[config.mk]
export PLATFORM = sky130hd
export DESIGN_NAME = calc1_req_scheduler_flat
export DESIGN_NICKNAME = d
export VERILOG_FILES = /design/src/rtl/calc1_pkg.sv /design/src/rtl/calc1_req_scheduler_if.sv /design/src/rtl/calc1_port_capture.sv /design/src/rtl/calc1_req_scheduler.sv /design/src/flat_wrapper.sv
export SDC_FILE = /design/constraint.sdc
export NUM_CORES = 1
export LEC_CHECK = 0
export CAP_MARGIN = 20
export CORE_AREA = 2 2 214 216
export DETAILED_ROUTE_END_ITERATION = 6
export DIE_AREA = 0 0 216 218
export PLACE_DENSITY = 0.7
export SLEW_MARGIN = 20
export SYNTH_ARGS = -nofsm -noshare
export SYNTH_HDL_FRONTEND = slang
export SYNTH_SLANG_ARGS = --single-unit
[constraint.sdc]
create_clock -name c_clk -period 13.8 [get_ports c_clk]
set_input_delay 2.76 -clock c_clk [delete_from_list [all_inputs] [get_ports c_clk]]
set_output_delay 2.76 -clock c_clk [all_outputs]
set_load 0.02 [all_outputs]
[src/rtl/calc1_pkg.sv]
// ----------------------------------------------------------------------------
// calc1_pkg
// Shared definitions for the calc1 request scheduler: command and response
// codes, port count, capture/arbiter state encodings and the command validity
// check.
// Ports: none (package).
// ----------------------------------------------------------------------------
package calc1_pkg;

    localparam int unsigned NPORTS = 4;

    localparam logic [0:3] CMD_ADD = 4'd1;
    localparam logic [0:3] CMD_SUB = 4'd2;
    localparam logic [0:3] CMD_SHL = 4'd5;
    localparam logic [0:3] CMD_SHR = 4'd6;

    localparam logic [0:1] RESP_NONE    = 2'd0;
    localparam logic [0:1] RESP_OK      = 2'd1;
    localparam logic [0:1] RESP_ERR     = 2'd2;
    localparam logic [0:1] RESP_TIMEOUT = 2'd3;

    typedef enum logic [1:0] {
        ArbIdle,
        ArbIssue,
        ArbWait,
        ArbResp
    } arb_state_e;

    typedef enum logic [1:0] {
        CapIdle,
        CapOp2,
        CapPend
    } cap_state_e;

    function automatic logic is_valid_cmd(input logic [0:3] cmd);
        return (cmd == CMD_ADD) || (cmd == CMD_SUB) || (cmd == CMD_SHL) || (cmd == CMD_SHR);
    endfunction

endpackage

[src/rtl/calc1_req_scheduler_if.sv]
// ----------------------------------------------------------------------------
// calc1_req_scheduler_if
// Bundles the four requester ports and the shared ALU handshake.
//   req_cmd/req_data   : requester command / operand inputs (per port)
//   out_resp/out_data  : per-port one-cycle response
//   alu_valid/cmd/op1/op2 : issue strobe and operands toward the ALU
//   alu_done/resp/data : completion strobe and result from the ALU
// Modports: slave = scheduler side, master = requesters + ALU side.
// ----------------------------------------------------------------------------
interface calc1_req_scheduler_if;
    import calc1_pkg::*;

    logic [0:3]  req_cmd  [NPORTS];
    logic [0:31] req_data [NPORTS];
    logic [0:1]  out_resp [NPORTS];
    logic [0:31] out_data [NPORTS];

    logic        alu_valid;
    logic [0:3]  alu_cmd;
    logic [0:31] alu_op1;
    logic [0:31] alu_op2;
    logic        alu_done;
    logic [0:1]  alu_resp;
    logic [0:31] alu_data;

    modport slave (
        input  req_cmd, req_data, alu_done, alu_resp, alu_data,
        output out_resp, out_data, alu_valid, alu_cmd, alu_op1, alu_op2
    );

    modport master (
        output req_cmd, req_data, alu_done, alu_resp, alu_data,
        input  out_resp, out_data, alu_valid, alu_cmd, alu_op1, alu_op2
    );

endinterface

[src/rtl/calc1_port_capture.sv]
// ----------------------------------------------------------------------------
// calc1_port_capture
// Captures one requester's two-cycle request (cmd + op1, then op2) and holds
// it as pending until the arbiter releases the port after its response.
//   c_clk, reset : clock, asynchronous active-high reset
//   i_cmd/i_data : requester command and data
//   i_release    : one-cycle release from the arbiter (response driven)
//   o_pend       : request held and waiting for / under service
//   o_cmd/o_op1/o_op2 : held request
// ----------------------------------------------------------------------------
module calc1_port_capture
    import calc1_pkg::*;
(
    input  logic        c_clk,
    input  logic        reset,
    input  logic [0:3]  i_cmd,
    input  logic [0:31] i_data,
    input  logic        i_release,
    output logic        o_pend,
    output logic [0:3]  o_cmd,
    output logic [0:31] o_op1,
    output logic [0:31] o_op2
);

    cap_state_e  r_state;
    cap_state_e  w_state_nxt;
    logic        w_take_op1;
    logic        w_take_op2;
    logic [0:3]  r_cmd;
    logic [0:31] r_op1;
    logic [0:31] r_op2;

    always_comb begin
        w_state_nxt = r_state;
        w_take_op1  = 1'b0;
        w_take_op2  = 1'b0;
        unique case (r_state)
            CapIdle: begin
                if (i_cmd != '0) begin
                    w_take_op1  = 1'b1;
                    w_state_nxt = CapOp2;
                end
            end
            // Second beat is always op2; any cmd seen here is dropped.
            CapOp2: begin
                w_take_op2  = 1'b1;
                w_state_nxt = CapPend;
            end
            CapPend: begin
                if (i_release) begin
                    w_state_nxt = CapIdle;
                end
            end
            default: w_state_nxt = CapIdle;
        endcase
    end

    always_ff @(posedge c_clk or posedge reset) begin
        if (reset) begin
            r_state <= CapIdle;
            r_cmd   <= '0;
            r_op1   <= '0;
            r_op2   <= '0;
        end else begin
            r_state <= w_state_nxt;
            if (w_take_op1) begin
                r_cmd <= i_cmd;
                r_op1 <= i_data;
            end
            if (w_take_op2) begin
                r_op2 <= i_data;
            end
        end
    end

    assign o_pend = (r_state == CapPend);
    assign o_cmd  = r_cmd;
    assign o_op1  = r_op1;
    assign o_op2  = r_op2;

endmodule

[src/rtl/calc1_req_scheduler.sv]
// ----------------------------------------------------------------------------
// calc1_req_scheduler
// Shares one ALU among four requester ports: round-robin grant among pending
// ports, single outstanding ALU operation, invalid-command and timeout
// responses generated locally, result routed back to the granted port.
//   c_clk, reset : clock, asynchronous active-high reset
//   bus          : calc1_req_scheduler_if.slave (requesters + ALU)
//   TIMEOUT      : cycles waited for alu_done after issue (>= 2)
// ----------------------------------------------------------------------------
module calc1_req_scheduler
    import calc1_pkg::*;
#(
    parameter int unsigned TIMEOUT = 16
) (
    input  logic                  c_clk,
    input  logic                  reset,
    calc1_req_scheduler_if.slave  bus
);

    localparam int unsigned CntW = $clog2(TIMEOUT);

    arb_state_e        r_state;
    arb_state_e        w_state_nxt;
    logic [1:0]        r_rr;
    logic [1:0]        w_rr_nxt;
    logic [1:0]        r_gnt;
    logic [1:0]        w_gnt_nxt;
    logic [CntW-1:0]   r_cnt;
    logic [CntW-1:0]   w_cnt_nxt;
    logic [0:1]        r_resp;
    logic [0:1]        w_resp_nxt;
    logic [0:31]       r_data;
    logic [0:31]       w_data_nxt;

    logic [NPORTS-1:0] w_pend;
    logic [NPORTS-1:0] w_release;
    logic [0:3]        w_cmd [NPORTS];
    logic [0:31]       w_op1 [NPORTS];
    logic [0:31]       w_op2 [NPORTS];

    logic              w_found;
    logic [1:0]        w_pick;
    logic [1:0]        w_idx;
    logic              w_alu_valid;

    for (genvar p = 0; p < NPORTS; p++) begin : g_port
        calc1_port_capture u_cap (
            .c_clk     (c_clk),
            .reset     (reset),
            .i_cmd     (bus.req_cmd[p]),
            .i_data    (bus.req_data[p]),
            .i_release (w_release[p]),
            .o_pend    (w_pend[p]),
            .o_cmd     (w_cmd[p]),
            .o_op1     (w_op1[p]),
            .o_op2     (w_op2[p])
        );

        assign bus.out_resp[p] = (r_state == ArbResp && r_gnt == 2'(p)) ? r_resp : RESP_NONE;
        assign bus.out_data[p] = (r_state == ArbResp && r_gnt == 2'(p)) ? r_data : '0;
    end

    // First pending port at or after r_rr; 2-bit index wraps 3 -> 0.
    always_comb begin
        w_found = 1'b0;
        w_pick  = r_rr;
        w_idx   = r_rr;
        for (int i = 0; i < NPORTS; i++) begin
            w_idx = r_rr + 2'(i);
            if (!w_found && w_pend[w_idx]) begin
                w_found = 1'b1;
                w_pick  = w_idx;
            end
        end
    end

    always_comb begin
        w_state_nxt = r_state;
        w_rr_nxt    = r_rr;
        w_gnt_nxt   = r_gnt;
        w_cnt_nxt   = r_cnt;
        w_resp_nxt  = r_resp;
        w_data_nxt  = r_data;
        w_release   = '0;
        w_alu_valid = 1'b0;
        unique case (r_state)
            ArbIdle: begin
                if (w_found) begin
                    w_gnt_nxt   = w_pick;
                    w_state_nxt = ArbIssue;
                end
            end
            ArbIssue: begin
                if (is_valid_cmd(w_cmd[r_gnt])) begin
                    w_alu_valid = 1'b1;
                    w_cnt_nxt   = '0;
                    w_state_nxt = ArbWait;
                end else begin
                    w_resp_nxt  = RESP_ERR;
                    w_data_nxt  = '0;
                    w_state_nxt = ArbResp;
                end
            end
            // Counter value k means this is the (k+1)-th WAIT cycle; a done in
            // the last one still wins over the timeout.
            ArbWait: begin
                if (bus.alu_done) begin
                    w_resp_nxt  = bus.alu_resp;
                    w_data_nxt  = (bus.alu_resp == RESP_OK) ? bus.alu_data : '0;
                    w_state_nxt = ArbResp;
                end else if (r_cnt == CntW'(TIMEOUT - 1)) begin
                    w_resp_nxt  = RESP_TIMEOUT;
                    w_data_nxt  = '0;
                    w_state_nxt = ArbResp;
                end else begin
                    w_cnt_nxt = r_cnt + CntW'(1);
                end
            end
            ArbResp: begin
                w_release[r_gnt] = 1'b1;
                w_rr_nxt         = r_gnt + 2'd1;
                w_state_nxt      = ArbIdle;
            end
            default: w_state_nxt = ArbIdle;
        endcase
    end

    always_ff @(posedge c_clk or posedge reset) begin
        if (reset) begin
            r_state <= ArbIdle;
            r_rr    <= '0;
            r_gnt   <= '0;
            r_cnt   <= '0;
            r_resp  <= RESP_NONE;
            r_data  <= '0;
        end else begin
            r_state <= w_state_nxt;
            r_rr    <= w_rr_nxt;
            r_gnt   <= w_gnt_nxt;
            r_cnt   <= w_cnt_nxt;
            r_resp  <= w_resp_nxt;
            r_data  <= w_data_nxt;
        end
    end

    assign bus.alu_valid = w_alu_valid;
    assign bus.alu_cmd   = w_alu_valid ? w_cmd[r_gnt] : '0;
    assign bus.alu_op1   = w_alu_valid ? w_op1[r_gnt] : '0;
    assign bus.alu_op2   = w_alu_valid ? w_op2[r_gnt] : '0;

endmodule

[src/flat_wrapper.sv]
// flat-port wrapper written by rule: the top's interface ports become plain ports
module calc1_req_scheduler_flat import calc1_pkg::*;
#(
    parameter int unsigned TIMEOUT = 16
)
  (c_clk, reset, bus_req_cmd, bus_req_data, bus_alu_done, bus_alu_resp, bus_alu_data, bus_out_resp, bus_out_data, bus_alu_valid, bus_alu_cmd, bus_alu_op1, bus_alu_op2);
  calc1_req_scheduler_if bus_i ();
  input  logic c_clk;
  input  logic reset;
  input wire logic [$bits(bus_i.req_cmd)-1:0] bus_req_cmd;
  input wire logic [$bits(bus_i.req_data)-1:0] bus_req_data;
  input wire logic [$bits(bus_i.alu_done)-1:0] bus_alu_done;
  input wire logic [$bits(bus_i.alu_resp)-1:0] bus_alu_resp;
  input wire logic [$bits(bus_i.alu_data)-1:0] bus_alu_data;
  output wire logic [$bits(bus_i.out_resp)-1:0] bus_out_resp;
  output wire logic [$bits(bus_i.out_data)-1:0] bus_out_data;
  output wire logic [$bits(bus_i.alu_valid)-1:0] bus_alu_valid;
  output wire logic [$bits(bus_i.alu_cmd)-1:0] bus_alu_cmd;
  output wire logic [$bits(bus_i.alu_op1)-1:0] bus_alu_op1;
  output wire logic [$bits(bus_i.alu_op2)-1:0] bus_alu_op2;
  assign bus_i.req_cmd = {>>{bus_req_cmd}};
  assign bus_i.req_data = {>>{bus_req_data}};
  assign bus_i.alu_done = bus_alu_done;
  assign bus_i.alu_resp = bus_alu_resp;
  assign bus_i.alu_data = bus_alu_data;
  assign bus_out_resp = {>>{bus_i.out_resp}};
  assign bus_out_data = {>>{bus_i.out_data}};
  assign bus_alu_valid = bus_i.alu_valid;
  assign bus_alu_cmd = bus_i.alu_cmd;
  assign bus_alu_op1 = bus_i.alu_op1;
  assign bus_alu_op2 = bus_i.alu_op2;
  calc1_req_scheduler #(.TIMEOUT(TIMEOUT)) u_core (.c_clk(c_clk), .reset(reset), .bus(bus_i));
endmodule
==> flow_summary_export.csv, run 1 <==
group,metric,value,unit
clock_network,htreeDepth,2,
die,num_rows,78,
routing,wl_per_cell,22.6,microns
yosys,synth_edf_count,0,
die,die_h,218,microns
yosys,ys_seq_area_frac,0.522,
yosys,synth_area,0.0155,sq mm
clock_network,path_clk_slew,60,ps
yosys,synth_cells,1142,
routing,drc,0,
clock_network,cts_tree,"done",
timing,tightest_slew,1110,ps
routing,vias,11000,
finish,multi_input_area,0.00694,sq mm
grt,grt_start_max_net_pins,148,
yosys,synth_top_cell_area_share,0.522,
clock_network,post_cts_buffers,0,
worst_setup_path,worst_r2r_startpoint,"u_core.r_gnt[1]$_DFFE_PP0P_",
routing,vias_per_cell,5.21,
grt,grt_pass1_vias,11800,
yosys,synth_area_leaders,"dfrtp_1, mux2_1, mux4_2",
die,die_w,216,microns
yosys,ys_ff_latch,324,
yosys,avgSynthCellArea,13.6,sq um
routing,antenna_left,0,
grt,track_usage,0.204,
worst_hold_path,hp-start,"u_core.g_port[2].u_cap.o_cmd[2]$_DFFE_PP0P_",
yosys,synthArstFlopShare,1.00,
routing,dr_wl_met2,24.4,mm
finish,nets,1679,
power_and_ir_drop,p_per_area,231,mW/mm^2
clock_network,clockBufferDepth,3,
finish,layout-drive-gt1-share,0.132,
yosys,yosysTopAreaCell,"dfrtp_1",
routing,drt_pass1_iterations,5,
place,place.gp.congestion,0.818,
routing,wl_met3,2.67,mm
place,dp_slack,7200,ps
yosys,yosys_warnings,0,
worst_setup_path,end_kind,"output port",
finish,final_cell_area,0.0211,sq mm
timing,period_share,0.513,
place,place_hpwl,32.3,mm
routing,drt_iter0_drc,701,
finish,regArea,0.00812,sq mm
worst_setup_path,worstPathRequired,11040,ps
timing,fin_ws,6720,ps
worst_setup_path,path_class,"flop to output port",
die,start_util,0.346,
job,cap_violations,0,
timing,drv_slew,0,
clock_network,insertion_delay,550,ps
timing,worst_clock_skew,21.3,ps
clock_network,cts_root_buf,"clkbuf_16",
timing,max_slew_margin,0.261,
outcome,status,"completed",
power_and_ir_drop,p_leak,9.26,nW
routing,wl_met1,19.7,mm
power_and_ir_drop,ir_drop,0.120,mV
timing,holdWs,476,ps
finish,final_common_cell,"clkdlybuf4s50_1",
clock_network,cts_resized,0,
worst_hold_path,holdPathStages,2,
die,die_area,0.0471,sq mm
timing,fmax,141,MHz
worst_hold_path,hold_class,"flop to flop",
yosys,syn-num-nets,1332,
timing,setup_viol,0,
finish,area_growth,36.0,%
yosys,yosys.cell_types.count,45,
worst_setup_path,cp_max_fo,58,
worst_setup_path,crit_path_start_kind,"flop",
routing,highest_layer,"met4",
finish,final_cell_mix,"clkdlybuf4s50_1, dfrtp_1, mux2_1",
clock_network,clock_sinks,324,
die,ios,386,
finish,final_util,0.470,
clock_network,cts_hold_buf,0,
grt,grt_pass1_wl,72.6,mm
grt,antenna_found_initial,2,
worst_setup_path,crit_arrival,4320,ps
clock_network,cts_buffers,38,
worst_setup_path,cp-startpoint,"u_core.r_gnt[1]$_DFFE_PP0P_",
yosys,synth_flop_cell,"dfrtp_1",
timing,fin_crit,7080,ps
place,io_buffers,384,
timing,hold_viol_final,0,
timing,rsz0062_at_grt,"no",
die,core_region_area,0.0449,sq mm
finish,fillerInstances,3943,
grt,grt-ovfl-total,0,
routing,routed_wl,47.9,mm
place,dpl_cell_area,0.0199,sq mm
timing,fin_setup_tns,0,ps
worst_setup_path,rr_worst_depth,5,
## registers in the layout (all words and copies together), names as in the netlist, 4 cells and up
signal / flops
u_core.r_cnt: 4
u_core.g_port.u_cap.r_state: 8
u_core.r_data: 32
u_core.g_port.u_cap.o_cmd: 16
u_core.g_port.u_cap.o_op1: 128
u_core.g_port.u_cap.o_op2: 128
## cell families (layout without fill, tap and decap cells)
kind of cell,count (synthesis),after routing,share of synthesized area
xor gates and xnor gates,1,1,0.000564
adders and majority gates,9,9,0.00725
AOI/OAI and AO/OA,63,63,0.0390
other,1,3,0.000241
and+or+nand+nor,302,302,0.110
buffers and inverters,114,490,0.0338
muxes,328,328,0.287
DFF,324,324,0.522
## final cells by class
class,instances,area share
inverters,18,0.00356
multi-input cells,704,0.329
clock inverters,16,0.00770
clock buffers,53,0.0505
diodes,2,0.000237
well taps,600,0.0356
repair buffers,403,0.190
flip-flops and latches,324,0.384
## critical path, cell delays in order, from the launching register on
cell,delay [ps]
dfrtp_4,660
buf_4,770
mux4_2,460
nor2_4,380
buf_4,510
and3_1,320
clkdlybuf4s50_1,630
## synthesized netlist by cell type, types with 2 or more instances
master     instances
a21o_1             2
a21oi_1            4
a22o_1            32
and3_1           200
and3b_1            2
buf_2             21
buf_6              9
clkbuf_1          65
dfrtp_1          324
ha_1               9
inv_1             11
inv_2              6
mux2_1           231
mux2_2            28
mux4_2            68
nand2_1           63
nand2b_1           9
nand3_1            5
nor2_1            11
nor2b_1            7
o21ai_0            2
o22ai_1            5
o2bb2ai_1          2
o31ai_1            2
o41ai_4            4
## through the flow
stage	total power, mW	instances
2_1_floorplan	3.15	1142
3_3_place_gp	3.84	2049
3_5_place_dp	3.93	2049
4_1_cts	4.95	2118
5_1_grt	5.18	2118
6_report	4.88	2120
## routing by layer
metal | up-vias | GRT usage
li1 | 4903 | -
met1 | 5638 | 0.249
met2 | 410 | 0.366
met3 | 84 | 0.0410
met4 | 0 | 0.0566
met5 | - | 0
## final timing paths
check	to	slack, ps
worst min register to register	u_core.g_port[2].u_cap.o_cmd[2]$_DFFE_PP0P_	480
worst max-delay path	bus_alu_op1[0]	6720
worst min-delay path	u_core.g_port[2].u_cap.o_cmd[2]$_DFFE_PP0P_	480
max in group asynchronous	u_core.g_port[1].u_cap.o_op2[7]$_DFFE_PP0N_	9630
min in group asynchronous	u_core.r_data[29]$_DFFE_PP0P_	2760
worst max register to register	u_core.r_data[11]$_DFFE_PP0P_	10490
## power breakdown
group          internal (mW)  switching (mW)  total, mW
Combinational           1.02            1.15       2.16
Sequential              1.42           0.306       1.72
Clock                  0.583           0.408      0.991
Total                   3.02            1.86       4.88
Power figures use the tool's default switching activity.
==> inputs of run 2 (changes only) <==
- PLACE_DENSITY: 0.7 -> 0.72
- clock period: 13.8 -> 5.7 ns (I/O delays scaled with it)
==> flow_summary_export.csv, run 2 (synthesized netlist as in run 1, its figures left out) <==
group,metric,value,unit
outcome,status,"completed",
timing,rsz0062_at_grt,"no",
power_and_ir_drop,p_per_area,563,mW/mm^2
routing,antenna_left,0,
routing,drt_pass1_iterations,4,
die,start_util,0.346,
place,place.gp.congestion,0.838,
finish,final_cell_count_no_fill,2122,
timing,fmax,204,MHz
grt,grt_pass1_wl,71.1,mm
timing,drv_slew,0,
die,die_h,218,microns
power_and_ir_drop,ir_drop,0.384,mV
worst_setup_path,end_kind,"output port",
worst_setup_path,crit_path_start_kind,"flop",
clock_network,cts_root_buf,"clkbuf_16",
job,cap_violations,0,
clock_network,path_clk_slew,50,ps
finish,final_common_cell,"clkdlybuf4s50_1",
clock_network,clockBufferDepth,3,
die,die_w,216,microns
timing,fin_crit,4900,ps
finish,final_cell_mix,"clkdlybuf4s50_1, dfrtp_1, mux2_1",
finish,area_growth,37.1,%
routing,drt_iter0_drc,558,
grt,grt-ovfl-total,0,
clock_network,cts_resized,0,
clock_network,htreeDepth,2,
place,dpl.cell_count,2056,
timing,period_share,0.860,
die,die_area,0.0471,sq mm
routing,wl_per_cell,22.1,microns
die,core_region_area,0.0449,sq mm
grt,antenna_found_initial,8,
worst_setup_path,worstPathRequired,4560,ps
finish,fillerInstances,4006,
die,ios,386,
die,num_rows,78,
clock_network,cts_tree,"done",
place,io_buffers,384,
timing,max_slew_margin,0.234,
clock_network,insertion_delay,550,ps
routing,vias_per_cell,5.19,
timing,tightest_slew,1150,ps
worst_setup_path,cp_max_fo,31,
timing,worst_clock_skew,24.8,ps
grt,grt_start_max_net_pins,147,
worst_setup_path,crit_arrival,3760,ps
timing,hold_viol_final,0,
clock_network,post_cts_buffers,0,
grt,grt_pass1_vias,11500,
routing,routed_wl,46.8,mm
worst_hold_path,hold_class,"flop to flop",
finish,nets,1685,
finish,layout-drive-gt1-share,0.135,
timing,setup_viol,0,
clock_network,clock_sinks,324,
routing,drc,0,
grt,track_usage,0.198,
clock_network,cts_hold_buf,0,
routing,vias,11000,
power_and_ir_drop,p_leak,9.34,nW
place,place_hpwl,32.1,mm
timing,fin_setup_tns,0,ps
worst_setup_path,path_class,"flop to output port",
clock_network,cts_buffers,37,
## run 2: cell count changes in the layout (fill, tap and decap cells not counted), moves of 2 or more
cell	previous run	this run
clkbuf_1	9	3
buf_4	17	22
bufinv_16	2	6
buf_12	1	4
clkbuf_8	6	9
ha_2	3	0
inv_6	3	0
clkinv_2	7	5
clkinv_4	2	0
clkinvlp_4	1	3
ha_1	6	8
## run 2: power by group
part | internal (mW) | switching [mW]
registers | 3.43 | 0.754
logic | 2.52 | 2.71
clock network | 1.61 | 0.955
total | 7.56 | 4.42
## run 2: layout make-up
| type | instances | area, sq um | area share |
|---|---|---|---|
| diodes | 2 | 5.00 | 0.000235 |
| clock buffers | 50 | 1090 | 0.0510 |
| clock inverters | 14 | 236 | 0.0111 |
| inverters | 18 | 71.3 | 0.00335 |
| multi-input cells | 704 | 6940 | 0.326 |
| flip-flops and latches | 324 | 8120 | 0.381 |
| well taps | 600 | 751 | 0.0353 |
| repair buffers | 410 | 4090 | 0.192 |
## run 2: layer usage
metal,vias to the layer above,wire length [microns],track usage
li1,4914,-,-
met1,5638,18500,0.232
met2,381,24200,0.360
met3,74,3130,0.0533
met4,10,965,0.0475
met5,-,68,0
## run 2: path summary, 6_finish.rpt
path                                                        startpoint                                      endpoint  slack (ps)  cells after the start
max                                        u_core.r_gnt[0]$_DFFE_PP0P_                               bus_alu_op2[13]         800                      5
min                        u_core.g_port[1].u_cap.o_cmd[2]$_DFFE_PP0P_   u_core.g_port[1].u_cap.o_cmd[2]$_DFFE_PP0P_         470                      2
max reg2reg                                u_core.r_gnt[0]$_DFFE_PP0P_                 u_core.r_data[24]$_DFFE_PP0P_        2380                      4
min reg2reg                u_core.g_port[1].u_cap.o_cmd[2]$_DFFE_PP0P_   u_core.g_port[1].u_cap.o_cmd[2]$_DFFE_PP0P_         470                      2
max in group asynchronous                                        reset  u_core.g_port[3].u_cap.o_op1[12]$_DFFE_PP0P_        3710                      3
min in group asynchronous                                        reset  u_core.g_port[0].u_cap.o_op1[29]$_DFFE_PP0P_         880                      2
## run 2: worst max-delay path, stage by stage (launching register included)
cell and delay (ps):
dfrtp_4 800, buf_4 610, buf_4 450, mux4_2 570, and3_1 200, clkdlybuf4s50_1 530
## run 2: through the flow
stage	hold WS [ps]	setup slack [ps]	utilization	cell area [sq um]	power, mW
3_3_place_gp	456	1290	0.445	20000	9.34
4_1_cts	476	639	0.474	21300	12.1
3_5_place_dp	462	1240	0.445	20000	9.50
2_1_floorplan	440	237	-	15500	7.62
6_report	473	796	0.474	21300	12.0
5_1_grt	496	508	0.474	21300	12.7
